File: src/rtl/pipe_pkg.sv
// Shared types and default widths for pipeline boundary registers.
package pipe_pkg;

    localparam int MEMWB_W     = 112;
    localparam int STALL_CNT_W = 16;

    typedef enum logic [1:0] {
        EMPTY = 2'd0,
        ONE   = 2'd1,
        TWO   = 2'd2
    } skid_state_e;

    // Field order fixes the packed layout carried as an opaque payload.
    typedef struct packed {
        logic [6:0]  opcode;
        logic [2:0]  funct3;
        logic [31:0] data_addr;
        logic        reg_write_valid;
        logic [4:0]  write_reg;
        logic [31:0] reg_write_data;
        logic [31:0] data_read;
    } memwb_t;

endpackage

File: src/rtl/sat_counter.sv
// Saturating up-counter with synchronous clear; clear wins over increment.
module sat_counter #(
    parameter int CNT_W = 16
) (
    input  logic             clk,
    input  logic             reset_n,
    input  logic             inc,
    input  logic             clr,
    output logic [CNT_W-1:0] count
);

    // NOTE: state is updated with <= so every register samples pre-edge values.
    always_ff @(posedge clk) begin
        if (!reset_n) begin
            count <= '0;
        end else if (clr) begin
            count <= '0;
        end else if (inc && (count != {CNT_W{1'b1}})) begin
            count <= count + 1'b1;
        end
    end

endmodule

File: src/rtl/pipe_stage_reg.sv
// Pipeline boundary register with valid/ready, flush and stall counter.
// Define PIPE_STAGE_SKID_EN for a 2-entry skid buffer with registered in_ready.
module pipe_stage_reg
    import pipe_pkg::*;
#(
    parameter int WIDTH = MEMWB_W,
    parameter int CNT_W = STALL_CNT_W
) (
    input  logic             clk,
    input  logic             reset_n,
    input  logic             flush,
    input  logic             in_valid,
    input  logic [WIDTH-1:0] in_data,
    output logic             in_ready,
    output logic             out_valid,
    output logic [WIDTH-1:0] out_data,
    input  logic             out_ready,
    input  logic             cnt_clr,
    output logic [CNT_W-1:0] stall_cnt
);

    logic in_xfer;
    logic out_xfer;

    assign in_xfer  = in_valid && in_ready;
    assign out_xfer = out_valid && out_ready;

`ifdef PIPE_STAGE_SKID_EN
    skid_state_e      state;
    logic [WIDTH-1:0] skid_data;

    always_ff @(posedge clk) begin
        if (!reset_n) begin
            state     <= EMPTY;
            out_valid <= 1'b0;
            in_ready  <= 1'b1;
            out_data  <= '0;
        end else if (flush) begin
            state     <= EMPTY;
            out_valid <= 1'b0;
            in_ready  <= 1'b1;
        end else begin
            case (state)
                EMPTY: begin
                    if (in_xfer) begin
                        state     <= ONE;
                        out_valid <= 1'b1;
                        out_data  <= in_data;
                    end
                end
                ONE: begin
                    if (in_xfer && out_xfer) begin
                        out_data <= in_data;
                    end else if (in_xfer) begin
                        state    <= TWO;
                        in_ready <= 1'b0;
                    end else if (out_xfer) begin
                        state     <= EMPTY;
                        out_valid <= 1'b0;
                    end
                end
                TWO: begin
                    if (out_xfer) begin
                        state    <= ONE;
                        in_ready <= 1'b1;
                        out_data <= skid_data;
                    end
                end
                default: begin
                    state     <= EMPTY;
                    out_valid <= 1'b0;
                    in_ready  <= 1'b1;
                end
            endcase
        end
    end

    // NOTE: the skid slot has no reset; it is only read in TWO, which is
    // reachable solely by an input transfer that has just written it.
    always_ff @(posedge clk) begin
        if (in_xfer) begin
            skid_data <= in_data;
        end
    end
`else
    assign in_ready = !out_valid || out_ready;

    always_ff @(posedge clk) begin
        if (!reset_n) begin
            out_valid <= 1'b0;
            out_data  <= '0;
        end else if (flush) begin
            out_valid <= 1'b0;
        end else if (in_xfer) begin
            out_valid <= 1'b1;
            out_data  <= in_data;
        end else if (out_xfer) begin
            out_valid <= 1'b0;
        end
    end
`endif

    sat_counter #(
        .CNT_W (CNT_W)
    ) u_stall_cnt (
        .clk     (clk),
        .reset_n (reset_n),
        .inc     (out_valid && !out_ready && !flush),
        .clr     (cnt_clr),
        .count   (stall_cnt)
    );

endmodule

File: config.mk
export PLATFORM = sky130hd
export DESIGN_NAME = pipe_stage_reg
export DESIGN_NICKNAME = d
export VERILOG_FILES = /design/src/rtl/pipe_pkg.sv /design/src/rtl/sat_counter.sv /design/src/rtl/pipe_stage_reg.sv
export SDC_FILE = /design/constraint.sdc
export NUM_CORES = 1
export LEC_CHECK = 0
export CAP_MARGIN = 20
export CORE_MARGIN = 1.5
export CORE_UTILIZATION = 45
export CTS_CLUSTER_DIAMETER = 80
export DETAILED_ROUTE_END_ITERATION = 6
export PLACE_DENSITY = 0.86
export SYNTH_ARGS = -nofsm -noshare
export SYNTH_HDL_FRONTEND = slang
export SYNTH_HIERARCHICAL = 1
export SYNTH_SLANG_ARGS = --single-unit
File: constraint.sdc
create_clock -name clk -period 3 [get_ports clk]
set_clock_uncertainty 0.05 [all_clocks]
set_input_delay 0.3 -clock clk [delete_from_list [all_inputs] [get_ports clk]]
set_output_delay 0.3 -clock clk [all_outputs]
set_load 0.01 [all_outputs]
==> impl_results.md <==
- Number of I/O port buffers: 247
- Reg-to-Reg Start: out_valid$_SDFFE_PP0P_
- All-Layer GR Usage: 0.2306
- Initial core utilization: 0.4675
- Synth cell types: 44
- Relative slew slack: 0.4223
- Yosys top cell area share: 0.4777
- Cts bufs inserted: 17
- Ys async rst share: 0
- GRT overflow: 0
- Most frequent cell after synthesis: nand2_1
- Worst-skew pair later-pin latency: 0.42 ns
- Max IR drop VDD: 0.3434 mV
- Pwr dens: 525.5 nW/um^2
- Post-Syn Area per Cell: 9.258 sq um
- CTS Hold Bufs: 0
- Via/cell ratio: 5.048
- Die Wd: 112.6 um
- Filler cells: 800
- Setup violators final: 0
- Mapped cell area: 5406 sq um
- Post-CTS Setup Bufs: 0
- Status: finished clean
- First-pass GRT wire length: 22990 um
- Data arrival, critical path: 2.39 ns
- Yosys warnings: 6
- Reg-to-reg endpoint: u_stall_cnt/count[9]$_SDFFE_PP0P_
- Hold Crit Class: input port to flip-flop
- Cells after Synth: 584
- Tightest Pin Transition: 0.8665 ns
- Hold depth: 3
- Cell row count: 39
- Die height: 112.6 um
- Final Util: 0.7330
- Initial antenna violation count: 0
- CP Launch Type: flip-flop
- Clock-pin slew on the worst setup and hold paths: 0.05 ns
- Final non-filler cell area: 8477 sq um
- Worst Reg2Reg Path Length in Cells: 7
- CP Class: flip-flop to flip-flop
- Via Count: 4907
- Register area share after synthesis: 0.4777
- CTS Sinks: 129
- R2R Setup Slk: 0.90 ns
- Max Clk Rate: 475.7 MHz
- Die Area: 12680 sq um
- Core ar.: 11560 sq um
- Final ANT Viol Nets: 0
- Fin nets: 935
- Hold path startpoint: reset_n
- WL/cell: 15.32 um
- Worst-case clock buffer depth: 2
- TNS Setup: 0 ns
- Max-slew violations: 0
- DP HPWL: 10670 um
- Net count after synthesis: 703
- Root buffer cell: clkbuf_16
- Remaining routing DRC violations: 0
- # IOs: 248
- GP Congestion: 0.8115
- Top FF cell, synth: dfxtp_1
- Share of cells above drive strength 1: 0.05428
- Cts repair resizes: 0
- Lkg Pwr: 3.257 nW
- H-tree level count: 4
- Crit path time final: 2.102 ns
- Post-synth top area cell: dfxtp_1
- Required time of the critical path: 3.29 ns
- CTS tree: done
- RSZ-0062 raised after global routing: false
- Largest net degree at the start of global routing: 131
- Synth Register Bits: 129
- Most frequent cells after synthesis: nand2_1, dfxtp_1, mux2i_1
- Final period utilization: 0.7007
- Area contributors post-synth: dfxtp_1, mux2i_1, nand2_1
- Drt first pass iters: 4
- Number of synthesized flops with an enable pin: 0
- Pre-CTS setup slack: 0.5478 ns
- Maximum net fanout on the critical path: 9
- Area delta synth->final: 56.79%
- Worst Hold End: u_stall_cnt/count[14]$_SDFFE_PP0P_
- WL final: 14900 um
- DR iter-0 viols: 335
- Final hold viol count: 0
- Crit end category: flip-flop
- Ant diodes: 0
- Placed Area: 7876 sq um
- Vias in the first global route: 4869
- Post-route setup slack: 0.8979 ns
- Max-Cap Viols: 0
==> sequential cells by signal, indices dropped and copies added (netlist names) <==
register / count
u_stall_cnt/count: 16
out_valid: 1
out_data: 112
==> per-layer routing <==
metal  share of wire  vias up  GRT usage
met2            0.50      207     0.4163
met1            0.39     2249     0.2397
li1                -     2408          -
met5               0        -          0
met4           0.031        0     0.1207
met3           0.080       43    0.07181
==> worst max-delay path, stage by stage (launching register included) <==
cell and delay, ns:
dfxtp_1 0.33, nor2b_4 0.19, inv_1 0.07, nor2_1 0.29, and4_2 0.37, nand3_4 0.13
or4_1 0.44, a21oi_1 0.16
==> per-stage QoR <==
stage | hold slack, ns | power (mW) | instances
after floorplan | 0.3261 | 2.121 | 584
after global placement | 0.3914 | 2.442 | 940
after detailed placement | 0.3960 | 2.460 | 940
after CTS | 0.3029 | 4.496 | 972
after global routing | 0.3437 | 4.605 | 972
final | 0.3327 | 4.455 | 972
==> cell usage in the layout (no fill, tap or decap), types with 3 or more instances in the layout <==
cell	Yosys	layout
dfxtp_1	129	129
clkbuf_1	19	3
o21ai_0	4	4
mux2i_1	113	113
nand2_1	229	229
nor4_1	3	3
nand3_1	4	4
clkbuf_8	0	9
clkdlybuf4s50_1	0	246
a21oi_1	4	4
and2_1	3	3
clkbuf_16	0	17
buf_12	1	4
xor2_1	3	3
nor2_1	12	12
inv_1	3	3
==> worst max path at each step <==
stage                                      start                            endpoint
final                     out_valid$_SDFFE_PP0P_   u_stall_cnt/count[9]$_SDFFE_PP0P_
after global routing      out_valid$_SDFFE_PP0P_   u_stall_cnt/count[9]$_SDFFE_PP0P_
after CTS                 out_valid$_SDFFE_PP0P_   u_stall_cnt/count[9]$_SDFFE_PP0P_
after detailed placement               out_ready  u_stall_cnt/count[13]$_SDFFE_PP0P_
after global placement                 out_ready  u_stall_cnt/count[13]$_SDFFE_PP0P_
after floorplan           out_valid$_SDFFE_PP0P_  u_stall_cnt/count[13]$_SDFFE_PP0P_
==> cell type report <==
| cell class | count | area, sq um | area share |
|---|---|---|---|
| Clock buffer | 29 | 560.5 | 0.06613 |
| Clock inverter | 3 | 40.04 | 0.004723 |
| Inverter | 3 | 11.26 | 0.001328 |
| Multi-Input combinational cell | 413 | 2542 | 0.2999 |
| Sequential cell | 129 | 2582 | 0.3046 |
| Tap cell | 143 | 178.9 | 0.02111 |
| Timing Repair Buffer | 252 | 2561 | 0.3021 |
==> kinds of logic after synthesis <==
logic type	synth area share
multiplexers	0.2092
adder cells (fa/ha/maj)	0.002314
flip-flops	0.4777
AND/OR/NAND/NOR	0.2168
XOR/XNOR	0.006481
buffers and inverters	0.05323
AO/OA/AOI/OAI	0.03426
==> report_power, final <==
| part | total [mW] | switching, mW | leakage (nW) | internal (mW) |
|---|---|---|---|---|
| logic | 0.591 | 0.239 | 1.90 | 0.352 |
| registers | 1.83 | 0.0399 | 1.05 | 1.79 |
| clock network | 2.03 | 0.694 | 0.300 | 1.34 |
No activity file was read; power rests on OpenSTA's default activity.
